===== config.mk =====
export PLATFORM = sky130hd
export DESIGN_NAME = matrix_instr_loader
export DESIGN_NICKNAME = d
export VERILOG_FILES = /design/src/rtl/matrix_pkg.sv /design/src/rtl/matrix_stage_buffer.sv /design/src/rtl/matrix_instr_loader.sv
export SDC_FILE = /design/constraint.sdc
export NUM_CORES = 1
export LEC_CHECK = 0
export CAP_MARGIN = 25
export CORE_MARGIN = 2
export CORE_UTILIZATION = 55
export CTS_BUF_LIST = sky130_fd_sc_hd__clkbuf_4 sky130_fd_sc_hd__clkbuf_8 sky130_fd_sc_hd__clkbuf_16
export CTS_CLUSTER_SIZE = 12
export DETAILED_ROUTE_END_ITERATION = 7
export PLACE_DENSITY_LB_ADDON = 0.1
export SYNTH_ARGS = -nofsm -noshare
export SYNTH_HDL_FRONTEND = slang
export SYNTH_SLANG_ARGS = --single-unit
export TNS_END_PERCENT = 100

===== constraint.sdc =====
create_clock -name clk -period 5.5 [get_ports clk]
set_input_delay 0.825 -clock clk [delete_from_list [all_inputs] [get_ports clk]]
set_output_delay 0.825 -clock clk [all_outputs]
set_load 0.1 [all_outputs]

===== src/rtl/matrix_pkg.sv =====
// Shared constants, instruction layout and FSM states for the matrix coprocessor loader.
// No latency or backpressure of its own; it only provides types to the loader modules.
package matrix_pkg;

  localparam int ELEM_W = 8;
  localparam int N_ELEM = 25;
  localparam int BUF_W  = 256;

  localparam logic [7:0] ADDR_A = 8'd1;
  localparam logic [7:0] ADDR_B = 8'd2;
  localparam logic [7:0] ADDR_C = 8'd3;

  localparam logic [3:0] OP_NOP    = 4'd0;
  localparam logic [3:0] OP_LOAD   = 4'd1;
  localparam logic [3:0] OP_COMMIT = 4'd2;
  localparam logic [3:0] OP_EXEC   = 4'd3;
  localparam logic [3:0] OP_CLEAR  = 4'd4;

  typedef enum logic [1:0] {
    ST_IDLE,
    ST_WRITE,
    ST_EXEC_WAIT
  } state_t;

  typedef struct packed {
    logic [3:0]  opcode;
    logic        sel;
    logic [1:0]  rsvd_hi;
    logic [4:0]  idx;
    logic [11:0] rsvd_lo;
    logic [7:0]  data;
  } instr_t;

  // Bytes at N_ELEM and above are padding and must stay zero.
  function automatic logic idx_ok(input logic [4:0] idx);
    return idx < 5'(N_ELEM);
  endfunction

endpackage


===== src/rtl/matrix_stage_buffer.sv =====
// 256-bit matrix staging register with byte-lane writes; one-cycle write latency.
// No backpressure: a write or clear is applied on the edge it is presented.
module matrix_stage_buffer
  import matrix_pkg::*;
(
  input  logic              clk,
  input  logic              rst_n,
  input  logic              wr_en,
  input  logic [4:0]        idx,
  input  logic [ELEM_W-1:0] wr_data,
  input  logic              clear,
  output logic [BUF_W-1:0]  data
);

  always_ff @(posedge clk or negedge rst_n) begin
    if (!rst_n) begin
      data <= '0;
    end else if (clear) begin
      data <= '0;
    end else if (wr_en && idx_ok(idx)) begin
      data[{idx, 3'b000} +: ELEM_W] <= wr_data;
    end
  end

endmodule


===== src/rtl/matrix_instr_loader.sv =====
// Host instruction front-end: stages matrices A/B, writes them to RAM, launches add/sub.
// LOAD/NOP/CLEAR take one cycle; COMMIT stalls one cycle; EXEC stalls instr_ready until op_done.
module matrix_instr_loader
  import matrix_pkg::*;
(
  input  logic         clk,
  input  logic         rst_n,
  input  logic [31:0]  instr,
  input  logic         instr_valid,
  output logic         instr_ready,
  output logic [7:0]   ram_addr,
  output logic [255:0] ram_wdata,
  output logic         ram_wren,
  output logic [1:0]   op_code,
  output logic         op_start,
  input  logic         op_done,
  output logic         busy,
  output logic         error
);

  instr_t             ins;
  state_t             state, state_nxt;
  logic               load_a, load_b, clr, commit, exec, set_err;
  logic [BUF_W-1:0]   buf_a, buf_b;
  logic               unused_bits;

  assign ins         = instr_t'(instr);
  assign unused_bits = ^{ins.rsvd_hi, ins.rsvd_lo, ins.data[7:1]};

  always_ff @(posedge clk or negedge rst_n) begin
    if (!rst_n) state <= ST_IDLE;
    else        state <= state_nxt;
  end

  always_comb begin
    state_nxt   = state;
    instr_ready = 1'b0;
    load_a      = 1'b0;
    load_b      = 1'b0;
    clr         = 1'b0;
    commit      = 1'b0;
    exec        = 1'b0;
    set_err     = 1'b0;
    case (state)
      ST_IDLE: begin
        instr_ready = 1'b1;
        if (instr_valid) begin
          case (ins.opcode)
            OP_NOP: ;
            OP_LOAD: begin
              if (!idx_ok(ins.idx)) set_err = 1'b1;
              else if (ins.sel)     load_b  = 1'b1;
              else                  load_a  = 1'b1;
            end
            OP_COMMIT: begin
              commit    = 1'b1;
              state_nxt = ST_WRITE;
            end
            OP_EXEC: begin
              exec      = 1'b1;
              state_nxt = ST_EXEC_WAIT;
            end
            OP_CLEAR: clr = 1'b1;
            default:  set_err = 1'b1;
          endcase
        end
      end
      ST_WRITE:     state_nxt = ST_IDLE;
      ST_EXEC_WAIT: if (op_done) state_nxt = ST_IDLE;
      default:      state_nxt = ST_IDLE;
    endcase
  end

  // Decoded from the state register so both strobes drop the moment reset asserts.
  assign ram_wren = (state == ST_WRITE);
  assign op_start = (state == ST_EXEC_WAIT);
  assign busy     = (state != ST_IDLE);

  always_ff @(posedge clk or negedge rst_n) begin
    if (!rst_n) begin
      ram_addr  <= '0;
      ram_wdata <= '0;
      op_code   <= '0;
      error     <= 1'b0;
    end else begin
      if (commit) begin
        ram_addr  <= ins.sel ? ADDR_B : ADDR_A;
        ram_wdata <= ins.sel ? buf_b : buf_a;
      end
      if (exec)         op_code <= {1'b0, ins.data[0]};
      if (clr)          error   <= 1'b0;
      else if (set_err) error   <= 1'b1;
    end
  end

  matrix_stage_buffer u_buf_a (
    .clk     (clk),
    .rst_n   (rst_n),
    .wr_en   (load_a),
    .idx     (ins.idx),
    .wr_data (ins.data),
    .clear   (clr),
    .data    (buf_a)
  );

  matrix_stage_buffer u_buf_b (
    .clk     (clk),
    .rst_n   (rst_n),
    .wr_en   (load_b),
    .idx     (ins.idx),
    .wr_data (ins.data),
    .clear   (clr),
    .data    (buf_b)
  );

endmodule


======== Yosys cells after proc, flatten, opt, wreduce, memory -nomap -nowiden ========
Cells that the tools add are included.
cells by class
  $lt $le $gt $ge ......................... 1
  equal/unequal tests ..................... 9
  reduce and logical (&&, ||, !) cells .... 10
  add/sub/neg operators ................... 1
  multiplexer cells ....................... 38
  shift operators ......................... 2
operator list
  cell                                                     count
  2-to-1 mux 256 bit                                       5
  bitwise mux 256 bit                                      2
  variable shift 8 x 10 -> 256 bit (first input constant)  1
  variable part select 8 x 10 -> 256 bit                   1
  2-to-1 mux 1 bit                                         25
  negator 8 -> 10 bit                                      1
  == test 4 x 2 -> 1 bit (second input constant)           2
  one-hot mux 2 bit (2 select lines)                       2
  nonzero test 2 bit                                       4
  2-to-1 mux 2 bit                                         3
  less-than comparator 5 bit (second input constant)       1
  == test 4 x 1 -> 1 bit (second input constant)           1
  == test 4 x 3 -> 1 bit (second input constant)           1
  logical NOT 4 bit                                        1
  OR reduction 4 bit                                       1
  != test 3 x 1 -> 1 bit (second input constant)           1
  AND reduction 3 bit                                      1
  == test 2 x 1 -> 1 bit (second input constant)           1
  == test 2 bit (second input constant)                    1
  logical AND 1 bit                                        2
  logical NOT 2 bit                                        1
  != test 2 x 1 -> 1 bit (second input constant)           1
  != test 2 bit (second input constant)                    1
  one-hot mux 1 bit (2 select lines)                       1
word-level totals
  logic and storage cells ................. 68
  bits of input ports ..................... 36
  bits in registers ....................... 780
  output and inout port bits .............. 271

======== Depth between registers and ports, before layout ========
  depth in word-level cells ............... 8
  depth in mapped cells ................... 11
  mapped depth without buffers ............ 7

======== Modules after synthesis ========
A second synthesis with hierarchy kept.
second synthesis, totals
  cells, all modules ...................... 2717
  area total of the unflattened synthesis .. 34645.7 um^2
by module, submodules not included
  module                          cells an instance  area an instance (um^2)  times used
  matrix_instr_loader             868                13015.0                  1
  matrix_stage_buffer at u_buf_a  933                10966.8                  1
  matrix_stage_buffer at u_buf_b  916                10664.0                  1

======== Worst setup path after synthesis ========
No wires, ideal clock.
  path kind ............................... input to register
  start ................................... in instr[20]
  end ..................................... reg u_buf_a.data[136]
  stages .................................. 11
  arrival time ............................ 2921 ps
  setup slack ............................. 2458 ps
  cells stage by stage .................... buf_2 -> inv_1 -> ha_1 -> clkbuf_1 -> or2_2 -> o21ai_0 -> a22o_1 -> buf_2 -> buf_4 -> nand3_2 -> a32o_1
between the ends
  cells in the longest elaborated chain, start to end .. 7
RTL lines
  item                                                                         RTL line                   source
  from (decl)                                                                  matrix_instr_loader.sv:8   input logic [31:0] instr,
  parallel branches: the longest is 7 deep, another holds negator 8 -> 10 bit  n/a
  to (signal, indexed assignment)                                              matrix_stage_buffer.sv:21  data[{idx, 3'b000} +: ELEM_W] <= wr_data;
  to (decl)                                                                    matrix_stage_buffer.sv:12  output logic [BUF_W-1:0] data
Parallel ways; which one is timed is not known. The select of a mux whose other input is x is not followed.
A chain may end at the register's enable or synchronous reset.

======== Worst setup path in the final report ========
  start ................................... in instr[20]
  end ..................................... reg u_buf_a.data[44]
The elaborated chain is that of the path after synthesis.

==> results.yml <==
power_and_ir_drop:
  vdd_drop_max_uv: 215
  power_density_nw_per_um2: 303
  total_power_mw: 11.8
  leakage_nw: 19.2
finish:
  design_area_um2: 39000
  syn_to_final_growth_pct: 18.4
  final_nets: 3152
  fillers: 4465
  drive_above_1_share_pct: 7.51
sta:
  finalCritPeriodShare_pct: 71.1
  finalClockSkew_ns: 0.0326
  worst_slew_pin_slew_ns: 1.11
  setup_viol: 0
  max-slew-margin-rel_pct: 26.1
  report.final.slew_viol_count: 0
  worst_slack_ns: 1.59
  fmax_mhz: 256
  rsz0062_at_grt: "no"
  tns_ns: 0
  hold_viol: 0
  holdWs_ns: 0.231
  min_period_ns: 3.91
die:
  die_h_um: 249
  rows: 89
  die-area_um2: 61900
  die_width_um: 249
  start_util_pct: 55.8
  core_um2: 59100
  io_pins: 307
routing:
  firstDrtPassIters: 6
  wirelength_mm: 88.6
  wl_per_cell_um: 22.5
  avgViaCountPerCell: 5.83
  ant_nets: 0
  drc_errors: 0
  vias: 23000
  first_iter_violations: 1852
grt:
  grt_max_degree: 199
  grt-ovfl-total: 0
  grt_pass1_vias: 23700
  antenna_found_initial: 5
  grt_pass1_wl_mm: 139
  grt_util_all_layers_pct: 29.0
clocking:
  ctsResizeCount: 0
  holdBufCountCts: 0
  cts_tree: "done"
  cts_root_buffer: "clkbuf_16"
  cts_made_buffers: 81
  clkTransAtPathRegs_ns: 0.06
  htreeDepth: 3
  worstSkewPairLatency_ns: 0.63
  cts.sinks: 774
  cts_buffer_depth: 3
  cts_setup_buffers: 0
critical_path:
  crit_type: "in -> reg"
  cp_top_family: "compound AO/OA/AOI/OAI gates"
  start_kind: "input pin"
  path_cells: "clkdlybuf4s50_1, inv_1, ha_1, or3b_4, a22oi_2, and2_1, a31oi_1, a22o_1"
  cp.required_ns: 6.01
  cp_slowest_stage_delay_ns: 0.70
  endpoint_kind: "flop"
  worstPathArrival_ns: 4.42
  critPathBufInv: 2
  crit_path_max_fanout: 14
  cp_slowest_cell: "and2_1"
yosys:
  synth-edff-count: 0
  synth_cells: 2911
  ys_seq_area_share_pct: 58.7
  synthArstFlopShare_pct: 100
  ys_ff_latch: 774
  yosys.area.top_type_share_pct: 58.7
  yosys.area.top_type: "dfrtp_1"
  synth_area_leaders: "dfrtp_1 (59%), mux2i_1 (16%), nand2_1 (7.2%)"
  synth_area_um2: 33000
  ys_warn_count: 0
  post_synth.cell_area_avg_um2: 11.3
  synth_ff_type: "dfrtp_1"
  ys_types: 52
hold_path:
  min_path_type: "in -> async"
flow_run:
  drv_cap: 0
place:
  portBuffers: 285
  postPlaceCellArea_um2: 36400
  gp_congestion: 0.905
  post-dp-hpwl_mm: 58.8
  place_ws_ns: 1.10
status:
  status: "finished clean"
-- metrics by stage --
stage / utilization [%] / cells
detailed placement: 61.5 / 3801
floorplan: - / 2917
finish: 66.0 / 3941
global route: 66.0 / 3940
CTS: 66.0 / 3939
global placement: 61.5 / 3801
-- cells by family (layout without fill, tap and decap cells) --
kind of cell               after synthesis  after routing  share of synthesized area [%]
DFF                                    774            774                           58.7
and+or+nand+nor                        910            910                           13.2
muxes                                  538            538                           16.3
AOI/OAI and AO/OA                      458            458                           8.66
other                                    1              8                         0.0114
buffers and inverters                  226            476                           2.94
adders and majority gates                4              4                          0.152
-- worst paths after layout --
path	slack, ns	from	endpoint	depth (start not counted)
setup / recovery	1.59	instr[20]	u_buf_a.data[44]	8
hold / removal	0.23	rst_n	ram_wdata[251]	1
setup reg to reg	2.49	state[1]	u_buf_b.data[116]	6
hold reg to reg	0.48	ram_wdata[56]	ram_wdata[56]	2
max in group asynchronous	3.74	rst_n	u_buf_b.data[174]	2
min in group clk	0.48	ram_wdata[56]	ram_wdata[56]	2
-- layout by cell type (no fill, tap or decap), types with 13 or more instances in the layout --
| cell | n |
|---|---|
| buf_4 | 35 |
| clkbuf_4 | 22 |
| nand2_1 | 631 |
| a22o_1 | 26 |
| a31oi_1 | 15 |
| clkdlybuf4s50_1 | 283 |
| clkbuf_8 | 20 |
| a21oi_1 | 38 |
| mux2i_1 | 537 |
| o21ai_0 | 271 |
| and3_1 | 14 |
| nand3_4 | 13 |
| and2_1 | 112 |
| clkbuf_16 | 82 |
| a32o_1 | 41 |
| dfrtp_1 | 774 |
| nand3_2 | 14 |
| o2bb2ai_1 | 56 |
| nand3_1 | 57 |
-- cell usage after synthesis, drive strengths merged, types with 15 or more instances --
cell	instances
a21oi	38
a22o	26
a31oi	15
a32o	41
and2	114
buf	58
clkbuf	160
dfrtp	774
mux2i	537
nand2	631
nand3	84
o21ai	274
o2bb2ai	56
-- report_power, final --
part	switching, mW	internal [mW]	leakage (nW)	total (mW)
Clock	2.23	3.21	1.34	5.45
Sequential	0.0120	5.72	10.8	5.73
Combinational	0.516	0.141	7.02	0.657
-- state kept, by name, indices dropped and copies added, names as in the netlist --
signal	count
state	2
ram_addr	2
error	1
op_code	1
u_buf_b.data	256
u_buf_a.data	256
ram_wdata	256
-- routing by layer --
layer | track usage, % | routed length [µm] | vias up
met3 | 5.76 | 5880 | 151
li1 | - | - | 10400
met4 | 10.2 | 2740 | 6
met2 | 45.8 | 41800 | 730
met5 | 0 | 36 | -
met1 | 40.3 | 38200 | 11700
-- cell type report --
cell class                 count  area (µm²)  area share, %
multi-input combinational   1917       12700           32.5
sequential                   774       19400           49.6
clock buffer                 124        2490           6.38
clock inverter                14         168          0.429
tap                          773         967           2.48
timing repair buffer         330        3320           8.50
inverter                       8        30.0         0.0769
antenna                        1        2.50        0.00641
Power figures use the tool's default switching activity.
